File: config.mk
export PLATFORM = sky130hd
export DESIGN_NAME = ps2_host_tx
export DESIGN_NICKNAME = d
export VERILOG_FILES = /design/src/rtl/ps2_host_tx.sv
export SDC_FILE = /design/constraint.sdc
export NUM_CORES = 1
export LEC_CHECK = 0
export BUFFER_PORTS_ARGS = -buffer_cell sky130_fd_sc_hd__buf_4
export CORE_MARGIN = 2
export CORE_UTILIZATION = 43
export DETAILED_ROUTE_END_ITERATION = 7
export GPL_TIMING_DRIVEN = 0
export SYNTH_ARGS = -nofsm -noshare
export SYNTH_HDL_FRONTEND = slang
export SYNTH_SLANG_ARGS = --single-unit
export TNS_END_PERCENT = 1
File: constraint.sdc
create_clock -name clk -period 3.35 [get_ports clk]
set_clock_uncertainty 0.1 [all_clocks]
set_input_delay 0.1675 -clock clk [delete_from_list [all_inputs] [get_ports clk]]
set_output_delay 0.1675 -clock clk [all_outputs]
set_load 0.02 [all_outputs]
File: src/rtl/ps2_host_tx.sv
// Host-to-device PS/2 transmitter: inhibits the bus, sends one byte on device clock edges, checks the ACK.
// Optional clock glitch filter enabled by defining PS2_TX_GLITCH_FILTER_EN.
module ps2_host_tx #(
    parameter int unsigned CLK_FREQ_HZ           = 65_000_000,
    parameter int unsigned INHIBIT_US            = 100,
    parameter int unsigned FIRST_EDGE_TIMEOUT_US = 15000,
    parameter int unsigned BIT_TIMEOUT_US        = 2000,
    parameter int unsigned FILTER_LEN            = 8
) (
    input  logic       clk,
    input  logic       rst,
    input  logic [7:0] tx_data,
    input  logic       tx_valid,
    output logic       tx_ready,
    output logic       tx_done,
    output logic       tx_error,
    input  logic       ps2_clk_in,
    input  logic       ps2_data_in,
    output logic       ps2_clk_oe,
    output logic       ps2_data_oe
);

    localparam logic [63:0] INHIBIT_CYC = 64'(INHIBIT_US) * 64'(CLK_FREQ_HZ) / 64'd1_000_000;
    localparam logic [63:0] FIRST_CYC   = 64'(FIRST_EDGE_TIMEOUT_US) * 64'(CLK_FREQ_HZ) / 64'd1_000_000;
    localparam logic [63:0] BIT_CYC     = 64'(BIT_TIMEOUT_US) * 64'(CLK_FREQ_HZ) / 64'd1_000_000;
    localparam logic [63:0] MAX_A       = (INHIBIT_CYC > FIRST_CYC) ? INHIBIT_CYC : FIRST_CYC;
    localparam logic [63:0] MAX_CYC     = (MAX_A > BIT_CYC) ? MAX_A : BIT_CYC;
    localparam int          CNT_W       = $clog2(MAX_CYC + 64'd1);

    // The inhibit load is two short of the cycle count: INHIBIT plus the one START cycle
    // together hold the clock low for exactly INHIBIT_CYC cycles.
    localparam logic [CNT_W-1:0] INHIBIT_LOAD = CNT_W'(INHIBIT_CYC - 64'd2);
    localparam logic [CNT_W-1:0] FIRST_LOAD   = CNT_W'(FIRST_CYC);
    localparam logic [CNT_W-1:0] BIT_LOAD     = CNT_W'(BIT_CYC);
    localparam logic [CNT_W-1:0] CNT_ZERO     = '0;
    localparam logic [CNT_W-1:0] CNT_ONE      = CNT_W'(1);

    typedef enum logic [2:0] {
        S_IDLE,
        S_INHIBIT,
        S_START,
        S_SEND,
        S_ACK,
        S_WAIT_IDLE,
        S_ERROR
    } state_t;

    logic clk_s1_q, clk_s2_q, data_s1_q, data_s2_q;
    logic clk_lvl, clk_prev_q, fall_tick;

    always_ff @(posedge clk or posedge rst) begin
        if (rst) begin
            clk_s1_q  <= 1'b1;
            clk_s2_q  <= 1'b1;
            data_s1_q <= 1'b1;
            data_s2_q <= 1'b1;
        end else begin
            clk_s1_q  <= ps2_clk_in;
            clk_s2_q  <= clk_s1_q;
            data_s1_q <= ps2_data_in;
            data_s2_q <= data_s1_q;
        end
    end

`ifdef PS2_TX_GLITCH_FILTER_EN
    localparam int FILT_W = $clog2(FILTER_LEN + 1);
    localparam logic [FILT_W-1:0] FILT_LAST = FILT_W'(FILTER_LEN - 1);

    logic [FILT_W-1:0] filt_cnt_q;
    logic              clk_filt_q;

    // The filtered level follows only after FILTER_LEN consecutive disagreeing samples.
    always_ff @(posedge clk or posedge rst) begin
        if (rst) begin
            filt_cnt_q <= '0;
            clk_filt_q <= 1'b1;
        end else if (clk_s2_q == clk_filt_q) begin
            filt_cnt_q <= '0;
        end else if (filt_cnt_q == FILT_LAST) begin
            filt_cnt_q <= '0;
            clk_filt_q <= clk_s2_q;
        end else begin
            filt_cnt_q <= filt_cnt_q + FILT_W'(1);
        end
    end

    assign clk_lvl = clk_filt_q;
`else
    assign clk_lvl = clk_s2_q;
`endif

    always_ff @(posedge clk or posedge rst) begin
        if (rst) begin
            clk_prev_q <= 1'b1;
        end else begin
            clk_prev_q <= clk_lvl;
        end
    end

    assign fall_tick = clk_prev_q & ~clk_lvl;

    state_t           state_q;
    logic [9:0]       frame_q;
    logic [3:0]       idx_q;
    logic [CNT_W-1:0] cnt_q;
    logic             clk_oe_q, data_oe_q, ready_q, done_q, error_q;
    logic             expire;

    // A fall_tick always wins over an expiring counter.
    assign expire = (cnt_q == CNT_ONE) && !fall_tick;

    always_ff @(posedge clk or posedge rst) begin
        if (rst) begin
            state_q   <= S_IDLE;
            frame_q   <= '0;
            idx_q     <= '0;
            cnt_q     <= '0;
            clk_oe_q  <= 1'b0;
            data_oe_q <= 1'b0;
            ready_q   <= 1'b1;
            done_q    <= 1'b0;
            error_q   <= 1'b0;
        end else begin
            done_q  <= 1'b0;
            error_q <= 1'b0;
            case (state_q)
                S_IDLE: begin
                    if (tx_valid && ready_q) begin
                        frame_q  <= {1'b1, ~^tx_data, tx_data};
                        idx_q    <= '0;
                        cnt_q    <= INHIBIT_LOAD;
                        clk_oe_q <= 1'b1;
                        ready_q  <= 1'b0;
                        state_q  <= S_INHIBIT;
                    end
                end
                S_INHIBIT: begin
                    if (cnt_q == CNT_ZERO) begin
                        data_oe_q <= 1'b1;
                        state_q   <= S_START;
                    end else begin
                        cnt_q <= cnt_q - CNT_ONE;
                    end
                end
                S_START: begin
                    clk_oe_q <= 1'b0;
                    cnt_q    <= FIRST_LOAD;
                    state_q  <= S_SEND;
                end
                S_SEND: begin
                    if (fall_tick) begin
                        data_oe_q <= ~frame_q[idx_q];
                        cnt_q     <= BIT_LOAD;
                        idx_q     <= idx_q + 4'd1;
                        if (idx_q == 4'd9) begin
                            state_q <= S_ACK;
                        end
                    end else if (expire) begin
                        clk_oe_q  <= 1'b0;
                        data_oe_q <= 1'b0;
                        error_q   <= 1'b1;
                        state_q   <= S_ERROR;
                    end else begin
                        cnt_q <= cnt_q - CNT_ONE;
                    end
                end
                S_ACK: begin
                    if (fall_tick) begin
                        if (!data_s2_q) begin
                            cnt_q   <= BIT_LOAD;
                            state_q <= S_WAIT_IDLE;
                        end else begin
                            data_oe_q <= 1'b0;
                            error_q   <= 1'b1;
                            state_q   <= S_ERROR;
                        end
                    end else if (expire) begin
                        data_oe_q <= 1'b0;
                        error_q   <= 1'b1;
                        state_q   <= S_ERROR;
                    end else begin
                        cnt_q <= cnt_q - CNT_ONE;
                    end
                end
                S_WAIT_IDLE: begin
                    if (clk_lvl && data_s2_q) begin
                        done_q  <= 1'b1;
                        ready_q <= 1'b1;
                        state_q <= S_IDLE;
                    end else if (cnt_q == CNT_ONE) begin
                        data_oe_q <= 1'b0;
                        error_q   <= 1'b1;
                        state_q   <= S_ERROR;
                    end else begin
                        cnt_q <= cnt_q - CNT_ONE;
                    end
                end
                S_ERROR: begin
                    clk_oe_q  <= 1'b0;
                    data_oe_q <= 1'b0;
                    cnt_q     <= '0;
                    ready_q   <= 1'b1;
                    state_q   <= S_IDLE;
                end
                default: begin
                    clk_oe_q  <= 1'b0;
                    data_oe_q <= 1'b0;
                    ready_q   <= 1'b1;
                    state_q   <= S_IDLE;
                end
            endcase
        end
    end

    assign tx_ready    = ready_q;
    assign tx_done     = done_q;
    assign tx_error    = error_q;
    assign ps2_clk_oe  = clk_oe_q;
    assign ps2_data_oe = data_oe_q;

endmodule

-- Yosys cells after proc, flatten, opt, wreduce, memory -nomap -nowiden
Cells that the tools add are included.
- flip-flop bits (word level): 47
- input port bits: 13
- output and inout port bits: 5
- word-level logic and storage cells: 112
- bitwise logic cells: 6
- muxes and demuxes: 48
- magnitude comparators: 1
- equal/unequal tests: 22
- $add $sub $neg: 2
- reduce and logical (&&, ||, !) cells: 19
- operators with widths (cell ; count):
    $mux W20 ; 8
    $pmux W20 S7 ; 1
    $mux W3 ; 8
    $mux W1 ; 21
    $eq A20 B1 Y1 const B ; 1
    $logic_not A20 Y1 ; 1
    $ne A2 B2 Y1 const B ; 10
    $sub A20 B1 Y20 const B ; 1
    $pmux W3 S6 ; 1
    $ne A3 B3 Y1 const B ; 4
    $eq A3 B3 Y1 const B ; 3
    $pmux W1 S3 ; 3
    $mux W4 ; 2
    $pmux W4 S2 ; 1
    $reduce_and A4 Y1 ; 2
    $reduce_xnor A8 Y1 ; 1
    $reduce_bool A7 Y1 ; 1
    $eq A3 B2 Y1 const B ; 2
    $reduce_and A3 Y1 ; 2
    $reduce_and A6 Y1 ; 1
    $lt A4 B5 Y1 const B ; 1
    $not A1 Y1 ; 5
    $pmux W1 S5 ; 1
    $reduce_and A5 Y1 ; 1
    14 further kinds ; 16

-- Longest topological paths before layout
- word-level depth: 7
- gate-level depth with buffers: 8
- mapped depth without buffers: 7

-- Worst setup path before layout
OpenSTA, ideal clock, no wires.
- kind: reg2reg
- start: register cnt_q[10]
- end: register cnt_q[16]
- required time: 3184 ps
- cell stages (with the launch flop): 7
- slack: 944 ps
- path buffers: 1
- arrival: 2240 ps
- library setup time: 66 ps
- period minus slack after synthesis: 2406 ps
- cell sequence: dfrtp_1 -> or4_1 -> buf_2 -> or4_4 -> or4_1 -> o21ai_1 -> a22o_1
- longest elaborated chain between the ends: 5
- elaborated cells between the ends (all ways): 14
- classes of those cells: 1 x add/sub; 3 x eq/ne; 7 x mux; 3 x reduce/logical
- RTL lines (what ; RTL line ; text):
    from (decl) ; 105 ; logic [CNT_W-1:0] cnt_q;
    from (signal assigned) ; 142 ; cnt_q <= cnt_q - CNT_ONE;
    from (signal assigned) ; 164 ; cnt_q <= cnt_q - CNT_ONE;
    from (signal assigned) ; 182 ; cnt_q <= cnt_q - CNT_ONE;
    parallel branches: the longest is 5 deep, another holds $sub A20 B1 Y20 ; n/a ;
Several ways; the timed one is not identified. The select of a mux whose other input is x is not followed.
A chain may end at the register's enable or synchronous reset.

-- Final worst setup path
- start: register state_q[1]
- end: register cnt_q[0]
- longest elaborated chain between the ends: 3
- elaborated cells between the ends (all ways): 15
- classes of those cells: 11 x eq/ne; 1 x mux; 3 x reduce/logical
- RTL lines (what ; RTL line ; text):
    from (decl) ; 102 ; state_t state_q;
    from (signal assigned) ; 114 ; state_q <= S_IDLE;
    from (signal assigned) ; 134 ; state_q <= S_INHIBIT;
    from (signal assigned) ; 140 ; state_q <= S_START;
    $eq A3 B3 Y1 (tied with other cells) ; 126 ; case (state_q)
    $reduce_bool A7 Y1 (no line) (tied with other cells) ; n/a ;
    $reduce_and A6 Y1 (no line) ; n/a ;
Several ways; a longest one is shown, not always the timed one.

==> metrics.txt <==
Buf/Inv on CP 2; CP most frequent cell clkbuf_1; critical path, cell by cell clkbuf_1, nor2_1, a32o_1, a21oi_1, clkbuf_1, nand2_1, mux2_2; Max Slew Vio Count 0; VDD IR-drop max ~0.18 mV; Placeable Area ~6400 um2; initial antenna violation count 0; top post-synthesis cells by count dfrtp_1 (41), nand2_1 (40), nor2_1 (22), nand3_1 (17); Max Cap Viol 0; Worst EP arrival ~2900 ps; via count ~2700; largest net degree at the start of global routing 26; clk root buf clkbuf_8; clk sink count between 40 and 50; start point of the critical path state_q[1]; WL final between 7000 and 8000 um; Routed Antenna Nets 0; min cycle time layout 2840 ps; Max FO, Critical Path 10; I/O Buffers 17; GRT busiest layer met2; slew of the pin with the lowest slew margin 852 ps; final setup violation count 0; Top FF cell, synth dfrtp_1; CP peak stage delay around 450 ps; total track usage 0.215; RSZ-0062 raised after global routing false; Post-Syn Area roughly 2900 um2; WHS Path Cells 3; flop-to-flop setup slack 510 ps; WS Path Type flip-flop to flip-flop; drt first pass iters 5; worst r2r path cells 7; wire length of the first global-routing pass roughly 13000 um; num rows 29; Distinct cells, synth 55; WL per Instance ~17 um; Worst-Skew Late Latency roughly 300 ps; Setup TNS Final 0 ps; final hold vios 0; CTS buffer count 5; crit start category flip-flop; depth of the CTS H-tree 2; footprint of the multi-input gates between 1500 and 2000 um2; Synth Register Bits 47; Slew headroom 0.431; Die Y ~86 um; I/O pin cnt 18; Hold WC Path Type primary input to flip-flop; f_max between 300 and 400 MHz; Area Growth Syn to Fin 16.4%; DPL Wire Length 5260 um; met2 Usage GRT 0.332; DRC 0; Resized Gates After CTS 0; pwr/cell area between 300 and 400 nW/um2; FF-to-FF Start state_q[1]; Starting Density 0.449; delay-heaviest family, CP buffers and inverters; die area roughly 7300 um2; static leakage around 1.5 nW; worst hold slack approximately 130 ps; vias in the first global route about 2400; Post-Syn Nets 341; register area 1180 um2; Die X approximately 86 um; n_diodes 0; sequential share of the synthesized area 0.413; met3 global-route usage 0.0337; fraction of layout cells with a size suffix above 1 0.131; CTS tree done; GPL Wtd Cong ~0.93; Cells after Synth approximately 320; Hold Startpoint tx_valid; Final Cycle Share 0.848; met1 usage 0.317; NumNets Final 377; Iteration-0 DRC Markers 299; Area contributors post-synth dfrtp_1 (36%), dfstp_2 (5.5%), nand2_1 (5.2%); syn_area_per_cell 8.88 um2; hold endpoint tx_ready; total global routing overflow 0; crit end category flip-flop; Clock transition at path regs roughly 90 ps; FF-to-FF End cnt_q[0]; ys async rst share 1.00; routed vias/inst around 6; Yosys top cell by area dfrtp_1; required time worst endpoint ~3400 ps; number of synthesized flops with an enable pin 0; Max clock buf depth 2; Syn. warnings 0; status complete, no violations; fillcell total between 600 and 700; slowest CP cell clkbuf_1; most numerous cell in the Yosys netlist dfrtp_1; Yosys top cell area share 0.358
[power breakdown]
part	switching (mW)	internal [mW]
Combinational	0.0315	0.0316
Clock	0.202	0.242
Sequential	0.00255	0.572
Total	0.236	0.846
[routing by layer]
metal,share of wire,vias to the layer above
met3,0.060,8
met2,0.46,112
met5,0,-
li1,-,1273
met1,0.47,1278
met4,0.0099,0
[worst max-delay path by stage]
stage | depth (start not counted) | to | slack [ps]
2_1_floorplan | 6 | cnt_q[16] | 940
6_report | 7 | cnt_q[0] | 510
3_3_place_gp | 7 | cnt_q[0] | 600
3_5_place_dp | 7 | cnt_q[9] | 600
4_1_cts | 7 | cnt_q[9] | 580
5_1_grt | 7 | cnt_q[9] | 300
[worst reg2reg max path, stage by stage, from the launching register on]
cell      delay (ps)
dfrtp_1          380
clkbuf_1         370
nor2_1           150
a32o_1           330
a21oi_1          380
clkbuf_1         450
nand2_1          240
mux2_2           320
[cells by family (layout without fill, tap and decap cells)]
group / after synthesis / in the layout / share of synthesized area
AO/OA/AOI/OAI: 98 / 98 / 0.243
XOR/XNOR: 9 / 9 / 0.0275
adder cells (fa/ha/maj): 5 / 5 / 0.0218
buffers and inverters: 31 / 68 / 0.0414
flip-flops: 47 / 47 / 0.413
multiplexers: 9 / 9 / 0.0419
AND/OR/NAND/NOR: 124 / 124 / 0.212
[stage by stage]
stage                     setup slack [ps]  power [mW]  utilization  instance area [um2]  cells
final                                  510        1.08        0.523                 3340    437
after CTS                              580        1.10        0.523                 3340    437
after floorplan                        944       0.614            -                 2870    323
after global routing                   303        1.12        0.523                 3340    437
after global placement                 603       0.636        0.484                 3090    417
after detailed placement               596       0.640        0.487                 3110    418
[registers in the layout, indices dropped and copies added (netlist names)]
register	count
cnt_q	20
clk_lvl	1
tx_ready	1
ps2_data_oe	1
tx_error	1
clk_s1_q	1
data_s2_q	1
ps2_clk_oe	1
clk_prev_q	1
data_s1_q	1
idx_q	4
frame_q	10
state_q	3
tx_done	1
[cells in the final DEF, fill, tap and decap left out, types with 7 or more instances in the layout]
| cell | instances |
|---|---|
| dfrtp_1 | 41 |
| nand2_1 | 40 |
| nor2_1 | 22 |
| nand3_1 | 17 |
| buf_4 | 17 |
| clkbuf_1 | 15 |
| a21oi_1 | 15 |
| o21ai_0 | 12 |
| inv_1 | 11 |
| dlygate4sd3_1 | 11 |
| o211ai_1 | 9 |
| nor3_1 | 9 |
| or3_1 | 8 |
| xnor2_1 | 8 |
| a31oi_1 | 7 |
| a22o_1 | 7 |
[final cells by class]
type                            instances  area share
Tap cell                               77      0.0288
Clock buffer                            6      0.0247
Multi-Input combinational cell        245       0.469
Clock inverter                          2      0.0105
Buffer                                 18      0.0210
Sequential cell                        47       0.354
Timing Repair Buffer                   29      0.0772
Inverter                               13      0.0146
[timing repair]
| item | CTS | global route |
|---|---|---|
| endpoints found under the hold margin | 31 | 0 |
| setup buffers | 0 | 0 |
| hold buffers | 11 | 0 |
(Power assumes the default switching activity.)
